$ cat src/rtl/tick_countdown_timer_pkg.sv
// Shared definitions for the tick countdown timer: FSM state encodings
// and the prescaler counter width.
package timer_defs;

    typedef enum logic [1:0] {
        ST_IDLE   = 2'd0,
        ST_RUN    = 2'd1,
        ST_PAUSED = 2'd2,
        ST_DONE   = 2'd3
    } state_t;

    // Wide enough for any legal PRESCALE (1..65535).
    localparam int PRE_W = 16;

endpackage

$ cat src/rtl/tick_countdown_timer_prescaler.sv
// tick_prescaler: counts clk_flag strobes (tick) while enabled and flags the
// strobe that completes a PRESCALE-long group. clr wins over counting.
module tick_prescaler
    import timer_defs::*;
#(
    parameter int PRESCALE = 10
) (
    input  logic clk,
    input  logic rst_n,
    input  logic clr,
    input  logic en,
    input  logic tick,
    output logic step
);

    localparam logic [PRE_W-1:0] PRE_LAST = PRE_W'(PRESCALE - 1);
    localparam logic [PRE_W-1:0] PRE_ONE  = PRE_W'(1);

    logic [PRE_W-1:0] pre_cnt;

    // Prescaler count: clear on clr, wrap to 0 after the last strobe of a group.
    always_ff @(posedge clk or negedge rst_n) begin
        if (!rst_n) begin
            pre_cnt <= '0;
        end else if (clr) begin
            pre_cnt <= '0;
        end else if (tick && en) begin
            if (pre_cnt == PRE_LAST) begin
                pre_cnt <= '0;
            end else begin
                pre_cnt <= pre_cnt + PRE_ONE;
            end
        end
    end

    // Step is combinational so the owner can act on the same edge.
    always_comb begin
        step = tick && en && (pre_cnt == PRE_LAST);
    end

endmodule

$ cat src/rtl/tick_countdown_timer.sv
// tick_countdown_timer: programmable countdown driven by the clk_flag strobe.
// start loads and (re)starts, pause toggles RUN/PAUSED, done pulses once when
// the count reaches zero.
// Optional feature macro: TIMER_AUTO_RELOAD_EN -- a terminal decrement reloads
// the count from the last loaded value and keeps running (done still pulses).
//
// Handshake: start, pause and clk_flag are single-cycle pulses sampled on the
// rising edge of sys_clk; there is no back-pressure. When they coincide the
// priority is start > pause > clk_flag.
module tick_countdown_timer
    import timer_defs::*;
#(
    parameter int CNT_W    = 16,
    parameter int PRESCALE = 10
) (
    input  logic             sys_clk,
    input  logic             sys_rst_n,
    input  logic             clk_flag,
    input  logic             start,
    input  logic             pause,
    input  logic [CNT_W-1:0] load_val,
    output logic [CNT_W-1:0] cnt_val,
    output logic             busy,
    output logic             done,
    output state_t           dbg_state
);

`ifdef TIMER_AUTO_RELOAD_EN
    localparam bit AUTO_RELOAD = 1'b1;
`else
    localparam bit AUTO_RELOAD = 1'b0;
`endif

    localparam logic [CNT_W-1:0] CNT_ONE = CNT_W'(1);

    state_t           state, state_nxt;
    logic [CNT_W-1:0] cnt_q, cnt_nxt;
    logic [CNT_W-1:0] reload_q, reload_nxt;
    logic             done_q, done_nxt;
    logic             pre_clr, pre_en, step;

    // The prescaler only advances in RUN when no higher-priority event is present.
    assign pre_clr = start;
    assign pre_en  = (state == ST_RUN) && !pause && !start;

    tick_prescaler #(
        .PRESCALE (PRESCALE)
    ) u_prescaler (
        .clk   (sys_clk),
        .rst_n (sys_rst_n),
        .clr   (pre_clr),
        .en    (pre_en),
        .tick  (clk_flag),
        .step  (step)
    );

    // State register plus the registered count, reload value and done pulse.
    always_ff @(posedge sys_clk or negedge sys_rst_n) begin
        if (!sys_rst_n) begin
            state    <= ST_IDLE;
            cnt_q    <= '0;
            reload_q <= '0;
            done_q   <= 1'b0;
        end else begin
            state    <= state_nxt;
            cnt_q    <= cnt_nxt;
            reload_q <= reload_nxt;
            done_q   <= done_nxt;
        end
    end

    // Next-state and datapath update, start first, then pause, then step.
    always_comb begin
        state_nxt  = state;
        cnt_nxt    = cnt_q;
        reload_nxt = reload_q;
        done_nxt   = 1'b0;
        if (start) begin
            cnt_nxt    = load_val;
            reload_nxt = load_val;
            if (load_val == '0) begin
                state_nxt = ST_DONE;
                done_nxt  = 1'b1;
            end else begin
                state_nxt = ST_RUN;
            end
        end else begin
            case (state)
                ST_RUN: begin
                    if (pause) begin
                        state_nxt = ST_PAUSED;
                    end else if (step) begin
                        if (cnt_q == CNT_ONE) begin
                            done_nxt = 1'b1;
                            if (AUTO_RELOAD && (reload_q != '0)) begin
                                cnt_nxt = reload_q;
                            end else begin
                                cnt_nxt   = '0;
                                state_nxt = ST_DONE;
                            end
                        end else if (cnt_q != '0) begin
                            cnt_nxt = cnt_q - CNT_ONE;
                        end
                    end
                end
                ST_PAUSED: begin
                    if (pause) begin
                        state_nxt = ST_RUN;
                    end
                end
                ST_DONE: begin
                    state_nxt = ST_IDLE;
                end
                default: begin
                    state_nxt = state;
                end
            endcase
        end
    end

    // Outputs decoded from registered state only.
    always_comb begin
        cnt_val   = cnt_q;
        done      = done_q;
        busy      = (state == ST_RUN) || (state == ST_PAUSED);
        dbg_state = state;
    end

endmodule

$ cat config.mk
export PLATFORM = sky130hd
export DESIGN_NAME = tick_countdown_timer
export DESIGN_NICKNAME = d
export VERILOG_FILES = /design/src/rtl/tick_countdown_timer_pkg.sv /design/src/rtl/tick_countdown_timer_prescaler.sv /design/src/rtl/tick_countdown_timer.sv
export SDC_FILE = /design/constraint.sdc
export NUM_CORES = 1
export LEC_CHECK = 0
export ABC_CLOCK_PERIOD_IN_PS = 2400
export CORE_MARGIN = 4
export CORE_UTILIZATION = 40
export DETAILED_ROUTE_END_ITERATION = 16
export GPL_ROUTABILITY_DRIVEN = 0
export PLACE_DENSITY = 0.78
export SETUP_SLACK_MARGIN = 0.2
export SYNTH_ARGS = -nofsm -noshare
export SYNTH_HDL_FRONTEND = slang
export SYNTH_HIERARCHICAL = 1
export SYNTH_SLANG_ARGS = --single-unit
$ cat constraint.sdc
create_clock -name sys_clk -period 2.4 [get_ports sys_clk]
set_clock_uncertainty 0.1 [all_clocks]
set_input_delay 0.48 -clock sys_clk [delete_from_list [all_inputs] [get_ports sys_clk]]
set_output_delay 0.48 -clock sys_clk [all_outputs]
set_load 0.01 [all_outputs]
; After elaboration in Yosys (flattened, before gate mapping)
; Index checks and enable logic that the tools add are counted.
[word_totals]
register_bits = 35
input_bits = 21
output_inout_bits = 20
word_cells = 53
[classes]
addsub = 2
eq_ne = 9
muxes = 22
reduce_logical = 16
[op_table]
columns = cell, n
row1 = $mux 16, 9
row2 = $add 16x1->16 const B, 1
row3 = $eq 16x1->1 const B, 1
row4 = $eq 16x4->1 const B, 1
row5 = $logic_not 16->1, 1
row6 = $reduce_bool 16->1, 1
row7 = $sub 16x1->16 const B, 1
row8 = $mux 2, 6
row9 = $reduce_and 4->1, 2
row10 = $mux 1, 6
row11 = $pmux 2 s3, 1
row12 = $reduce_bool 2->1, 3
row13 = $eq 2x2->1 const B, 2
row14 = $logic_and 1x1->1, 4
row15 = $ne 4x3->1 const B, 1
row16 = $ne 4x4->1 const B, 1
row17 = $reduce_bool 4->1, 1
row18 = $ne 3x3->1 const B, 1
row19 = $reduce_bool 3->1, 1
row20 = $eq 2x1->1 const B, 1
row21 = $logic_not 1->1, 2
row22 = $ne 2x2->1 const B, 1
row23 = $logic_or 1x1->1, 1

; Depth between registers and ports, before layout
[logic_depth]
word_depth = 9
depth_mapped = 11
depth_no_buf = 11

; Modules after synthesis
; Netlist, hierarchy kept.
[by_module_without_submodules]
columns = mod, n_inst, cells_per_inst, area_each_um2, seq_area_each_um2
row1 = tick_countdown_timer, 1, 163, 1391.3, 475.5
row2 = tick_prescaler, 1, 98, 913.4, 400.4

; Worst setup path before layout
; No wires, ideal clock.
[synth_timing]
kind = input -> register
from = input port start
to = register cnt_q[6] (netlist: cnt_val[6])
setup_ps = 69
arrival_time_ps = 2530
required_time_ps = 2231
slack_ps = -299
cell_stages = 9
n_path_buf = 2
path_cell_list = clkbuf_1 clkbuf_1 nor2_1 nand2_1 nor2_1 nand3b_1 or2_2 or4_2 nand3_1
[synth_between]
elab_chain_len = 6
elab_cells_between_ends = 10
cone_classes = eq/ne: 1 / mux: 1 / reduce/logical: 8
[synth_lines]
columns = element, line_no
row1 = from (decl), tick_countdown_timer.sv:19  ; input logic start,
row2 = $logic_not 1->1, tick_countdown_timer.sv:44  ; assign pre_en = (state == ST_RUN) && !pause && !start;
row3 = $logic_and 1x1->1, tick_countdown_timer.sv:44
row4 = named net pre_en, tick_countdown_timer.sv:40  ; logic pre_clr, pre_en, step;
row5 = $logic_and 1x1->1 (2 in a row), tick_countdown_timer_prescaler.sv:38  ; step = tick && en && (pre_cnt == PRE_LAST);
row6 = named net step, tick_countdown_timer.sv:40
row7 = $reduce_bool 2->1 (no line), n/a
row8 = $reduce_and 4->1 (no line), n/a
row9 = to (signal assigned), tick_countdown_timer.sv:66  ; cnt_q <= cnt_nxt;
row10 = to (decl), tick_countdown_timer.sv:37  ; logic [CNT_W-1:0] cnt_q, cnt_nxt;
; The timed path passes the listed nets, and every way through them passes these cells.
; A chain may end at the register's enable or synchronous reset.

; Worst setup path in the final report
[layout_timing]
from = register u_prescaler.pre_cnt[1]
to = register cnt_q[6] (netlist: cnt_val[6])
[layout_between]
elab_chain_len = 4
[layout_lines]
columns = element, line_no
row1 = from (decl), tick_countdown_timer_prescaler.sv:19  ; logic [PRE_W-1:0] pre_cnt;
row2 = from (signal assigned), tick_countdown_timer_prescaler.sv:31  ; pre_cnt <= pre_cnt + PRE_ONE;
row3 = $eq 16x4->1, tick_countdown_timer_prescaler.sv:38
row4 = $logic_and 1x1->1, tick_countdown_timer_prescaler.sv:38
row5 = named net step, tick_countdown_timer.sv:40
row6 = $reduce_bool 2->1 (no line), n/a
row7 = $reduce_and 4->1 (no line), n/a
; The timed path passes the listed nets, and every way through them passes these cells.

==> results.json <==
{
  "fin_area_mm2": 0.00355,
  "cellLeakagePower_nw": 1.49,
  "numCtsBuffers": 5,
  "antenna_found_initial": 0,
  "synth_seq_cells": 35,
  "post-route-period-util": 0.983,
  "synth_cell_types": 53,
  "outcome": "finished, final reports clean",
  "synth_top_area_share": 0.380,
  "routedWlPerCell_um": 17.6,
  "fp-row-count": 27,
  "period_minus_slack_ps": 2360,
  "io_pins": 41,
  "dr_total_vias": 2547,
  "drtIter0Drc": 226,
  "critPathArrivalTime_ps": 2490,
  "clock_latency_ps": 290,
  "grt_usage": 0.206,
  "avgViaCountPerCell": 5.83,
  "ys_warn_count": 6,
  "fin_nets": 393,
  "worstSetupPathType": "register to register",
  "die_w_um": 83.9,
  "drv_slew": 0,
  "grt_max_degree": 36,
  "ir_worst_vdd_v": 0.000511,
  "fp.coreArea_mm2": 0.00554,
  "fin_util": 0.641,
  "die_h_um": 83.9,
  "max_stage_delay_ps": 520,
  "synth_area_per_cell_um2": 8.83,
  "initial_core_util": 0.416,
  "hold_path.class": "register to register",
  "htree_levels": 2,
  "ys_seq_area_frac": 0.380,
  "wirelength_mm": 7.71,
  "worst_pin_slew_ps": 570,
  "cts_tree": "done",
  "final-setup-viol-count": 0,
  "yosys_most_used_dff": "dfrtp_1",
  "synth_edf_count": 0,
  "diodes": 0,
  "firstDrtPassIters": 4,
  "ant_nets": 0,
  "finalHoldViolCount": 0,
  "synth_nets": 290,
  "required_ps": 2530,
  "fmax_ghz": 0.424,
  "path_cells": "inv_2, ha_4, nor3b_4, nand4_1, nor2_2, nand3b_1, buf_4, or2_4, or4_4, nand3_2",
  "power_density_mw_per_mm2": 500,
  "synth.largest_area_cell": "dfrtp_1",
  "nFillCells": 450,
  "clock_sinks": 35,
  "cts_hold_buf": 0,
  "drive_above_1_share": 0.345,
  "place.detailed.hpwl_mm": 5.00,
  "drc": 0,
  "max_slew_margin": 0.618,
  "rsz0062_at_grt": "true",
  "startpoint_type": "register",
  "syn_inst": 261,
  "cts.path.max_buffers": 2,
  "cpMaxStageDelayCell": "or4_4",
  "grt.overflow.total": 0,
  "grt_pass1_wl_mm": 12.1,
  "cp-end-kind": "register",
  "die_area_mm2": 0.00704,
  "crit_path_max_fanout": 2,
  "portBuffers": 40,
  "netlist_area_mm2": 0.00230,
  "synthArstFlopShare": 1.00,
  "maxCapViolCount": 0,
  "cts.clk_slew.worst_paths_ps": 70,
  "grt_pass1_vias": 2552,
  "place_area_mm2": 0.00316,
  "syn_to_final_growth_pct": 54.1,
  "cts-root-buf": "clkbuf_8",
  "synth_area_leaders": "dfrtp_1 38%, nand2_1 5.0%, nor2_1 4.9%"
}
-- logic make-up (layout without fill, tap and decap cells) --
family          after synthesis  in the layout  synth area share
mux                           3              3            0.0130
fa+ha+maj                     8              8            0.0434
buf+inv                      18            122            0.0396
simple gates                130            130             0.311
xor+xnor                      8              8            0.0304
compound gates               59             59             0.183
flops                        35             35             0.380
-- final timing paths --
kind,from,to,slack (ps),cells after the start
min reg2reg,dbg_state[1]$_DFFE_PN0P_,dbg_state[1]$_DFFE_PN0P_,460,2
max,u_prescaler/pre_cnt[1]$_DFFE_PN0P_,cnt_val[6]$_DFFE_PN0P_,40,10
max reg2reg,u_prescaler/pre_cnt[1]$_DFFE_PN0P_,cnt_val[6]$_DFFE_PN0P_,40,10
max in group asynchronous,sys_rst_n,cnt_val[1]$_DFFE_PN0P_,1360,2
min in group asynchronous,sys_rst_n,cnt_val[2]$_DFFE_PN0P_,500,2
min,dbg_state[1]$_DFFE_PN0P_,dbg_state[1]$_DFFE_PN0P_,460,2
-- area by class of cell --
type                       count  area, um2  area share
timing repair buffer         102        896       0.252
sequential                    35        878       0.247
clock inverter                 1       5.00     0.00141
tap                           72       90.1      0.0254
clock buffer                   7       76.3      0.0215
multi-input combinational    208       1560       0.440
inverter                      12       45.0      0.0127
-- where the power goes --
group / total (mW) / internal (mW) / switching, mW
sequential: 0.681 / 0.639 / 0.0418
combinational: 0.675 / 0.342 / 0.333
clock: 0.422 / 0.204 / 0.218
total: 1.78 / 1.18 / 0.593
-- flip-flops by register name, indices dropped and copies added (netlist names) --
name / count
cnt_val: 16
dbg_state: 2
done: 1
u_prescaler/pre_cnt: 16
-- critical path, delay by kind of cell, from the launching register on --
family	cells	cell delay [ps]
fa+ha+maj	1	120
buf+inv	2	240
simple gates	7	1450
flops	1	390
-- placed cells by master, fill, tap and decap left out, types with 3 or more instances in the layout --
cell type and instances:
ha_1 6, buf_4 54, o311ai_2 3, nor4_1 9, a21oi_1 8, inv_1 10, dfrtp_1 33, buf_6 8
nor2_1 26, nor3_1 8, nand4_1 4, o21ai_1 4, or3_1 4, clkdlybuf4s50_1 37, o21ai_2 9, nand2_1 31
clkbuf_8 5, a31oi_1 4, o21ai_0 4, xnor2_1 6, or4_4 5, or4_1 3, mux2i_1 3, nand3_1 9
o211ai_1 7
-- cells in the mapped netlist, drive strengths merged (3+ instances only) --
master	n
ha	8
o211ai	8
nand2b	3
dfrtp	35
nand4	5
a31oi	4
mux2i	3
nand3	12
or2	4
or3	6
inv	12
o311ai	7
or4	9
nor2	30
nand2	31
nor3	8
o21ai	17
nor4	12
a21oi	9
buf	4
xnor2	6
-- routing by layer --
metal | share of wire | routed length (um) | track usage | up-vias
met5 | 0 | 0 | 0 | -
met4 | 0.023 | 177 | 0.0746 | 0
met3 | 0.053 | 412 | 0.0454 | 20
met2 | 0.50 | 3890 | 0.335 | 101
met1 | 0.42 | 3230 | 0.268 | 1245
li1 | - | - | - | 1181
-- metrics by stage --
step | hold WS [ps] | worst slack (ps) | setup TNS, ps | power [mW] | instances
global route | 505 | -78.6 | -400 | 1.88 | 437
detailed placement | 450 | -362 | -4360 | 1.30 | 417
CTS | 457 | 56.3 | 0 | 1.74 | 431
floorplan | 84.4 | -118 | -254 | 0.976 | 261
global placement | 446 | -279 | -2920 | 1.28 | 417
finish | 458 | 41.6 | 0 | 1.78 | 437
-- repair_timing --
item,in CTS,in global routing
gates resized for setup,35,28
gates cloned,1,0
pin swaps,10,16
setup buffers,5,6
endpoints found under the setup margin,19,20
(Power assumes the default switching activity.)
